===== config.mk =====
export PLATFORM = sky130hd
export DESIGN_NAME = ifft_bfly_pipe_flat
export DESIGN_NICKNAME = d
export VERILOG_FILES = /design/src/rtl/ifft_bfly_pipe_if.sv /design/src/rtl/ifft_bfly_pipe.sv /design/src/flat_wrapper.sv
export SDC_FILE = /design/constraint.sdc
export NUM_CORES = 2
export LEC_CHECK = 0
export BUFFER_PORTS_ARGS = -buffer_cell sky130_fd_sc_hd__buf_4
export CAP_MARGIN = 20
export CORE_MARGIN = 3
export CORE_UTILIZATION = 60
export DETAILED_ROUTE_END_ITERATION = 12
export PLACE_DENSITY_LB_ADDON = 0.08
export SLEW_MARGIN = 20
export SYNTH_ARGS = -nofsm -noshare
export SYNTH_HDL_FRONTEND = slang
export SYNTH_SLANG_ARGS = --single-unit

===== constraint.sdc =====
create_clock -name clk -period 7.1 [get_ports clk]
set_clock_uncertainty 0.2 [all_clocks]
set_input_delay 0.355 -clock clk [delete_from_list [all_inputs] [get_ports clk]]
set_output_delay 0.355 -clock clk [all_outputs]
set_load 0.1 [all_outputs]

===== src/rtl/ifft_bfly_pipe_if.sv =====
// Valid/ready stream bundle for the IFFT DIT butterfly: operand beat in, result beat out.
// The block drives through the slave modport; the upstream/downstream side uses master.
interface ifft_bfly_pipe_if #(
    parameter int WIDTH    = 16,
    parameter int TW_WIDTH = 16
);
    logic                       in_valid;
    logic                       in_ready;
    logic signed [WIDTH-1:0]    a_r;
    logic signed [WIDTH-1:0]    a_i;
    logic signed [WIDTH-1:0]    b_r;
    logic signed [WIDTH-1:0]    b_i;
    logic signed [TW_WIDTH-1:0] w_r;
    logic signed [TW_WIDTH-1:0] w_i;
    logic                       out_valid;
    logic                       out_ready;
    logic signed [WIDTH-1:0]    out1_r;
    logic signed [WIDTH-1:0]    out1_i;
    logic signed [WIDTH-1:0]    out2_r;
    logic signed [WIDTH-1:0]    out2_i;

    modport master (
        output in_valid, a_r, a_i, b_r, b_i, w_r, w_i, out_ready,
        input  in_ready, out_valid, out1_r, out1_i, out2_r, out2_i
    );

    modport slave (
        input  in_valid, a_r, a_i, b_r, b_i, w_r, w_i, out_ready,
        output in_ready, out_valid, out1_r, out1_i, out2_r, out2_i
    );
endinterface


===== src/rtl/ifft_bfly_pipe.sv =====
// 3-stage radix-2 DIT butterfly for the inverse FFT: t = conj(W)*B, out = (A +/- t)/2.
// Define IFFT_BFLY_SAT_EN to clamp the scaled results; otherwise they wrap to WIDTH bits.
module ifft_bfly_pipe #(
    parameter int WIDTH    = 16,
    parameter int TW_WIDTH = 16
) (
    input  logic             clk,
    input  logic             rst_n,
    ifft_bfly_pipe_if.slave  bus
);
    localparam int PW  = WIDTH + TW_WIDTH;
    localparam int SW  = PW + 1;
    localparam int TWD = WIDTH + 2;
    localparam int S3W = WIDTH + 3;

    localparam logic signed [SW-1:0]  RND  = {{(SW-1){1'b0}}, 1'b1} << (TW_WIDTH - 2);
    localparam logic signed [S3W-1:0] ONE3 = {{(S3W-1){1'b0}}, 1'b1};

    logic                    w_en;
    logic                    r_v1;
    logic                    r_v2;
    logic                    r_v3;
    logic signed [PW-1:0]    r_p_rr;
    logic signed [PW-1:0]    r_p_ii;
    logic signed [PW-1:0]    r_p_ir;
    logic signed [PW-1:0]    r_p_ri;
    logic signed [WIDTH-1:0] r_a1_r;
    logic signed [WIDTH-1:0] r_a1_i;
    logic signed [WIDTH-1:0] r_a2_r;
    logic signed [WIDTH-1:0] r_a2_i;
    logic signed [TWD-1:0]   r_t_r;
    logic signed [TWD-1:0]   r_t_i;
    logic signed [WIDTH-1:0] r_o1_r;
    logic signed [WIDTH-1:0] r_o1_i;
    logic signed [WIDTH-1:0] r_o2_r;
    logic signed [WIDTH-1:0] r_o2_i;
    logic signed [SW-1:0]    w_sum_r;
    logic signed [SW-1:0]    w_sum_i;
    logic signed [S3W-1:0]   w_s1_r;
    logic signed [S3W-1:0]   w_s1_i;
    logic signed [S3W-1:0]   w_s2_r;
    logic signed [S3W-1:0]   w_s2_i;
    logic signed [WIDTH-1:0] w_o1_r;
    logic signed [WIDTH-1:0] w_o1_i;
    logic signed [WIDTH-1:0] w_o2_r;
    logic signed [WIDTH-1:0] w_o2_i;
    logic                    w_unused;

    // One global enable: every stage advances together, bubbles keep their slots.
    assign w_en         = !r_v3 | bus.out_ready;
    assign bus.in_ready = w_en;

    // Conjugated twiddle: tr = br*wr + bi*wi, ti = bi*wr - br*wi, rounded back to Q0.
    assign w_sum_r = SW'(r_p_rr) + SW'(r_p_ii) + RND;
    assign w_sum_i = SW'(r_p_ir) - SW'(r_p_ri) + RND;

    assign w_s1_r = S3W'(r_a2_r) + S3W'(r_t_r) + ONE3;
    assign w_s1_i = S3W'(r_a2_i) + S3W'(r_t_i) + ONE3;
    assign w_s2_r = S3W'(r_a2_r) - S3W'(r_t_r) + ONE3;
    assign w_s2_i = S3W'(r_a2_i) - S3W'(r_t_i) + ONE3;

`ifdef IFFT_BFLY_SAT_EN
    localparam logic signed [WIDTH+1:0] MAXV = {3'b000, {(WIDTH-1){1'b1}}};
    localparam logic signed [WIDTH+1:0] MINV = {3'b111, {(WIDTH-1){1'b0}}};

    function automatic logic signed [WIDTH-1:0] f_sat(input logic signed [WIDTH+1:0] v);
        logic signed [WIDTH-1:0] res;
        if (v > MAXV) begin
            res = MAXV[WIDTH-1:0];
        end else if (v < MINV) begin
            res = MINV[WIDTH-1:0];
        end else begin
            res = v[WIDTH-1:0];
        end
        return res;
    endfunction

    assign w_o1_r   = f_sat(w_s1_r[S3W-1:1]);
    assign w_o1_i   = f_sat(w_s1_i[S3W-1:1]);
    assign w_o2_r   = f_sat(w_s2_r[S3W-1:1]);
    assign w_o2_i   = f_sat(w_s2_i[S3W-1:1]);
    assign w_unused = ^{w_s1_r[0], w_s1_i[0], w_s2_r[0], w_s2_i[0],
                        w_sum_r[TW_WIDTH-2:0], w_sum_i[TW_WIDTH-2:0]};
`else
    assign w_o1_r   = w_s1_r[WIDTH:1];
    assign w_o1_i   = w_s1_i[WIDTH:1];
    assign w_o2_r   = w_s2_r[WIDTH:1];
    assign w_o2_i   = w_s2_i[WIDTH:1];
    assign w_unused = ^{w_s1_r[S3W-1:WIDTH+1], w_s1_i[S3W-1:WIDTH+1],
                        w_s2_r[S3W-1:WIDTH+1], w_s2_i[S3W-1:WIDTH+1],
                        w_s1_r[0], w_s1_i[0], w_s2_r[0], w_s2_i[0],
                        w_sum_r[TW_WIDTH-2:0], w_sum_i[TW_WIDTH-2:0]};
`endif

    // Stage 1: full-width products of B and W, A carried alongside.
    always_ff @(posedge clk or negedge rst_n) begin
        if (!rst_n) begin
            r_v1   <= 1'b0;
            r_p_rr <= '0;
            r_p_ii <= '0;
            r_p_ir <= '0;
            r_p_ri <= '0;
            r_a1_r <= '0;
            r_a1_i <= '0;
        end else if (w_en) begin
            r_v1 <= bus.in_valid;
            if (bus.in_valid) begin
                r_p_rr <= PW'(bus.b_r) * PW'(bus.w_r);
                r_p_ii <= PW'(bus.b_i) * PW'(bus.w_i);
                r_p_ir <= PW'(bus.b_i) * PW'(bus.w_r);
                r_p_ri <= PW'(bus.b_r) * PW'(bus.w_i);
                r_a1_r <= bus.a_r;
                r_a1_i <= bus.a_i;
            end
        end
    end

    // Stage 2: rounded t = conj(W)*B at WIDTH+2 bits (W = -1 with B = -2^(WIDTH-1) fits).
    always_ff @(posedge clk or negedge rst_n) begin
        if (!rst_n) begin
            r_v2   <= 1'b0;
            r_t_r  <= '0;
            r_t_i  <= '0;
            r_a2_r <= '0;
            r_a2_i <= '0;
        end else if (w_en) begin
            r_v2 <= r_v1;
            if (r_v1) begin
                r_t_r  <= w_sum_r[TW_WIDTH-1 +: TWD];
                r_t_i  <= w_sum_i[TW_WIDTH-1 +: TWD];
                r_a2_r <= r_a1_r;
                r_a2_i <= r_a1_i;
            end
        end
    end

    // Stage 3: halved sum/difference registered straight onto the outputs.
    always_ff @(posedge clk or negedge rst_n) begin
        if (!rst_n) begin
            r_v3   <= 1'b0;
            r_o1_r <= '0;
            r_o1_i <= '0;
            r_o2_r <= '0;
            r_o2_i <= '0;
        end else if (w_en) begin
            r_v3 <= r_v2;
            if (r_v2) begin
                r_o1_r <= w_o1_r;
                r_o1_i <= w_o1_i;
                r_o2_r <= w_o2_r;
                r_o2_i <= w_o2_i;
            end
        end
    end

    assign bus.out_valid = r_v3;
    assign bus.out1_r    = r_o1_r;
    assign bus.out1_i    = r_o1_i;
    assign bus.out2_r    = r_o2_r;
    assign bus.out2_i    = r_o2_i;
endmodule


===== src/flat_wrapper.sv =====
// flat-port wrapper written by rule: the top's interface ports become plain ports
module ifft_bfly_pipe_flat 
#(
    parameter int WIDTH    = 16,
    parameter int TW_WIDTH = 16
)
  (clk, rst_n, bus_in_valid, bus_a_r, bus_a_i, bus_b_r, bus_b_i, bus_w_r, bus_w_i, bus_out_ready, bus_in_ready, bus_out_valid, bus_out1_r, bus_out1_i, bus_out2_r, bus_out2_i);
  ifft_bfly_pipe_if #(.WIDTH(WIDTH), .TW_WIDTH(TW_WIDTH)) bus_i ();
  input  logic clk;
  input  logic rst_n;
  input wire logic [$bits(bus_i.in_valid)-1:0] bus_in_valid;
  input wire logic [$bits(bus_i.a_r)-1:0] bus_a_r;
  input wire logic [$bits(bus_i.a_i)-1:0] bus_a_i;
  input wire logic [$bits(bus_i.b_r)-1:0] bus_b_r;
  input wire logic [$bits(bus_i.b_i)-1:0] bus_b_i;
  input wire logic [$bits(bus_i.w_r)-1:0] bus_w_r;
  input wire logic [$bits(bus_i.w_i)-1:0] bus_w_i;
  input wire logic [$bits(bus_i.out_ready)-1:0] bus_out_ready;
  output wire logic [$bits(bus_i.in_ready)-1:0] bus_in_ready;
  output wire logic [$bits(bus_i.out_valid)-1:0] bus_out_valid;
  output wire logic [$bits(bus_i.out1_r)-1:0] bus_out1_r;
  output wire logic [$bits(bus_i.out1_i)-1:0] bus_out1_i;
  output wire logic [$bits(bus_i.out2_r)-1:0] bus_out2_r;
  output wire logic [$bits(bus_i.out2_i)-1:0] bus_out2_i;
  assign bus_i.in_valid = bus_in_valid;
  assign bus_i.a_r = bus_a_r;
  assign bus_i.a_i = bus_a_i;
  assign bus_i.b_r = bus_b_r;
  assign bus_i.b_i = bus_b_i;
  assign bus_i.w_r = bus_w_r;
  assign bus_i.w_i = bus_w_i;
  assign bus_i.out_ready = bus_out_ready;
  assign bus_in_ready = bus_i.in_ready;
  assign bus_out_valid = bus_i.out_valid;
  assign bus_out1_r = bus_i.out1_r;
  assign bus_out1_i = bus_i.out1_i;
  assign bus_out2_r = bus_i.out2_r;
  assign bus_out2_i = bus_i.out2_i;
  ifft_bfly_pipe #(.WIDTH(WIDTH), .TW_WIDTH(TW_WIDTH)) u_core (.clk(clk), .rst_n(rst_n), .bus(bus_i));
endmodule

### Word level (Yosys, flattened, before mapping)

Index checks and enable logic that the tools add are counted.

| storage, ports and cells | value |
|---|---|
| bits in registers | 293 |
| bits of input ports | 100 |
| output and inout port bits | 66 |
| logic and storage cells | 38 |

| operators by class | value |
|---|---|
| $add $sub $neg | 12 |
| multipliers | 4 |
| bitwise gates (word level) | 1 |
| reduce and logical (&&, ||, !) cells | 4 |

Operators with widths:

| operator | count |
|---|---|
| 16-bit by 16-bit multiplier with 32-bit output | 4 |
| 17-bit by 2-bit adder with 17-bit output (second input constant) | 4 |
| 32-bit by 16-bit adder with 32-bit output (second input constant) | 2 |
| 16-bit by 17-bit adder with 17-bit output | 2 |
| 16-bit by 17-bit subtractor with 17-bit output | 2 |
| 32-bit adder | 1 |
| 32-bit subtractor | 1 |
| 2-bit AND reduction | 3 |
| 1-bit zero test | 1 |
| 1-bit bitwise OR | 1 |

### Logic depth before layout (Yosys ltp)

| depth | value |
|---|---|
| depth after elaboration | 3 |
| gate-level depth with buffers | 23 |
| gate-level depth less buffers | 22 |

### Least setup slack after synthesis

Ideal clock, no wire load.

| timing path | value |
|---|---|
| kind | input-to-reg |
| start | input bus_b_i[15] |
| end | register u_core.r_p_ii[28] |
| library setup time | 0.130 ns |
| data arrival time | 6.010 ns |
| data required time | 6.770 ns |
| slack | 0.760 ns |
| stages on the path | 21 |
| path buffers | 1 |
| cells stage by stage | clkbuf_1 nand2_1 inv_1 fa_1 fa_1 fa_1 fa_1 fa_1 inv_1 fa_1 inv_1 ha_1 a21o_1 a21o_1 a21oi_1 o2111ai_1 a31oi_1 nor3_1 a2111oi_2 xor2_1 o21ai_1 |

| on the way | value |
|---|---|
| cells in the longest elaborated chain, start to end | 1 |

RTL lines:

| item | line | text |
|---|---|---|
| from (decl) | flat_wrapper.sv:15 | `input wire logic [$bits(bus_i.b_i)-1:0] bus_b_i;` |
| 16-bit by 16-bit multiplier with 32-bit output | ifft_bfly_pipe.sv:109 | `r_p_ii <= PW'(bus.b_i) * PW'(bus.w_i);` |
| to (signal assigned) | ifft_bfly_pipe.sv:109 |  |
| to (decl) | ifft_bfly_pipe.sv:24 | `logic signed [PW-1:0] r_p_ii;` |

Every way passes these cells.
A chain may end at the register's enable or synchronous reset.

### Worst setup path in the final report

| timing path | value |
|---|---|
| start | input bus_b_i[10] |
| end | register u_core.r_p_ii[28] |

Same word-level chain as after synthesis.

==> reports/results.txt <==
asr flop ratio synth: 100%
CTS buffer count: 39
CTS tree: yes
Tot GR Track Use: 30.8%
Reg2Reg Setup Slack: 3.03 ns
total die area: 0.0966 sq mm
R2R Path Start: u_core.r_p_ii[17]
Antenna Nets Post-Route: 0
Avg WL per Cell: 19.3 microns
most frequent CP cell: fa_1
vias: 40700
max cap viols: 0
Final period util: 87.6%
wirelength, routed: 143000 microns
WP data arrival: 6.47 ns
Post-Syn Nets: 7794
Final #Nets: 7840
CP Class: input pin to flip-flop
Worst Hold End: u_core.r_p_ir[0]
Fin Setup TNS: 0 ns
CP max stage cell: fa_1
synthesized instance count: 6106
Mapped Avg Cell Area: 9.13 sq um
Primary FF master, synth: dfrtp_1
yosys warns: 0
Achievable Freq: 161 MHz
critical-path maximum fanout: 32
Placeable Area: 0.0919 sq mm
Worst Hold Depth: 3
Initial Utilization: 60.6%
FF-to-FF End: u_core.r_t_r[15]
global-route wire length before repair: 234000 microns
Min Clock Period, post-route: 6.22 ns
Post-Syn Area: 0.0557 sq mm
die width: 311 microns
fraction of layout cells with a size suffix above 1: 5.71%
Final setup viols: 0
Worst-Margin Slew: 0.996 ns
Synth cell types: 78
H-tree Lvls: 2
largest cells by area after synthesis: fa_1 (38%), dfrtp_1 (13%), ha_1 (12%), inv_1 (8.6%), nand2_1 (6.0%)
final hold vios: 0
slowest stage delay, CP: 0.54 ns
Worst Path Required: 7.35 ns
clk root buf: clkbuf_16
Clock Pin Slew Worst Setup and Hold Paths: 0.06 ns
fin util: 65.0%
crit start category: input pin
worst skew pair latency: 0.59 ns
port bufs: 165
area added between synthesis and finish: 7.29%
vias per cell: 5.49
top-area cell type share of the netlist area: 37.8%
HPWL Detailed: 113000 microns
Seq cells post-synth: 293
Reg2Reg Depth: 11
vias in the first global route: 43000
DRT iter0 DRCs: 2921
Worst setup EP type: flip-flop
largest net degree at the start of global routing: 157
number of top-level pins: 166
Hold Path Class: input pin to flip-flop
clk buf depth: 3
Initial DRT Pass Iterations: 5
RSZ-0062 raised after global routing: no
count leader, synth: inv_1
grt total ovfl: 0
outcome: finished, final reports clean
worst relative slew slack: 33.6%
Routability Congestion: 0.906
Cell Chain, Critical Path: buf_4 > nand2_1 > fa_1 > fa_1 > fa_1 > inv_1 > fa_1 > fa_1 > inv_1 > fa_1 > inv_1 > ha_1 > and2_1 > a221o_1 > nor3_1 > o21ai_1 > a31oi_1 > nor3_1 > a2111oi_2 > xor2_1 > o21ai_1
number of fill cells: 7834
# DRC: 0
DIE HEIGHT: 311 microns
Seq/Total Area, Yosys: 13.2%
Rows: 111
Final Slew Violations: 0
CTS Sinks: 293
Synth area leader: fa_1
EDFF count, synth: 0
top post-synthesis cells by count: inv_1 (1272), fa_1 (1052), nand2_1 (888), ha_1 (536), and2_1 (502)
origin of the worst min-delay path: bus_b_i[0]
initial antenna violation count: 11
==> what timing repair did <==
item	4_1_cts	5_1_grt
hold buffers	33	0
endpoints found under the hold margin	100	0
setup endpoints to repair	0	0
setup buffers	0	0
gates resized for setup	0	0
==> cells by family after synthesis <==
logic type,Yosys count,share of synthesized area [%]
simple gates,1785,15.2
fa+ha+maj,1588,49.8
buf+inv,1526,10.3
compound gates,674,7.66
flops,293,13.2
xor+xnor,207,3.25
mux,33,0.667
==> metrics by stage <==
step	area, sq um	worst slack, ns	hold WS (ns)	cells
floorplan	55700	0.760	-0.141	6106
global placement	58100	0.434	0.158	7321
detailed placement	58100	0.349	0.157	7321
CTS	59800	0.960	0.0212	7420
global route	59800	0.624	0.0601	7420
finish	59800	0.880	0.0614	7424
==> cells in the final DEF, fill, tap and decap left out, types with 35 or more instances in the layout <==
| master | Yosys | final |
|---|---|---|
| ha_1 | 536 | 536 |
| xnor2_1 | 133 | 133 |
| nand3_1 | 51 | 51 |
| o21ai_0 | 196 | 196 |
| buf_4 | 0 | 221 |
| nand2_1 | 888 | 885 |
| a21o_1 | 63 | 63 |
| inv_1 | 1272 | 1272 |
| and2_1 | 502 | 500 |
| xor2_1 | 74 | 74 |
| fa_1 | 1052 | 1052 |
| a21oi_1 | 128 | 128 |
| clkbuf_16 | 0 | 39 |
| o21bai_1 | 39 | 39 |
| a31oi_1 | 35 | 35 |
| dfrtp_1 | 293 | 293 |
| nor3_1 | 49 | 49 |
| o21ai_1 | 53 | 53 |
| nor2_1 | 166 | 166 |
==> layer usage <==
layer  up-vias  GRT usage [%]  share of wire [%]
li1      18700              -                  -
met1     20400           41.9                 41
met2      1407           49.0                 46
met3       291           6.95                8.6
met4        14           11.1                4.1
met5         -              0              0.056
==> area by class of cell <==
cell class              instances  area (sq um)  share of cell area, %
flip-flops and latches        293          7330                   12.3
inverters                    1272          4770                   7.99
diodes                          4          10.0                 0.0167
clock buffers                  51          1090                   1.82
repair buffers                259          2080                   3.49
multi-input cells            4287         42700                   71.4
well taps                    1243          1560                   2.60
clock inverters                15           255                  0.427
==> worst max-delay path: cells and delay by family <==
| family | cells | cell delay (ns) |
|---|---|---|
| AO/OA/AOI/OAI | 5 | 1.40 |
| XOR/XNOR | 1 | 0.20 |
| adder cells (fa/ha/maj) | 7 | 3.34 |
| buffers and inverters | 4 | 0.54 |
| AND/OR/NAND/NOR | 4 | 0.60 |
==> state kept, by name (all words and copies together), names as in the netlist, 16 cells and up <==
name               cells
u_core.r_a1_r         16
u_core.bus.out2_i     16
u_core.r_a2_r         16
u_core.r_p_rr         32
u_core.bus.out2_r     16
u_core.r_p_ri         32
u_core.r_a1_i         16
u_core.r_t_r          17
u_core.bus.out1_r     16
u_core.bus.out1_i     16
u_core.r_p_ir         32
u_core.r_a2_i         16
u_core.r_p_ii         32
u_core.r_t_i          17
==> worst max-delay path by stage <==
stage                     start           endpoint  slack, ns  cells past startpoint
floorplan           bus_b_i[15]  u_core.r_p_ii[28]       0.76                     21
detailed placement  bus_b_i[10]  u_core.r_p_ii[28]       0.35                     21
global route        bus_b_i[15]  u_core.r_p_ii[28]       0.62                     20
CTS                 bus_b_i[10]  u_core.r_p_ii[28]       0.96                     21
global placement    bus_b_i[10]  u_core.r_p_ii[24]       0.43                     21
finish              bus_b_i[10]  u_core.r_p_ii[28]       0.88                     21
Power is not shown: default switching activity piles up to over one toggle a cycle in this logic, so the estimate is an artifact.
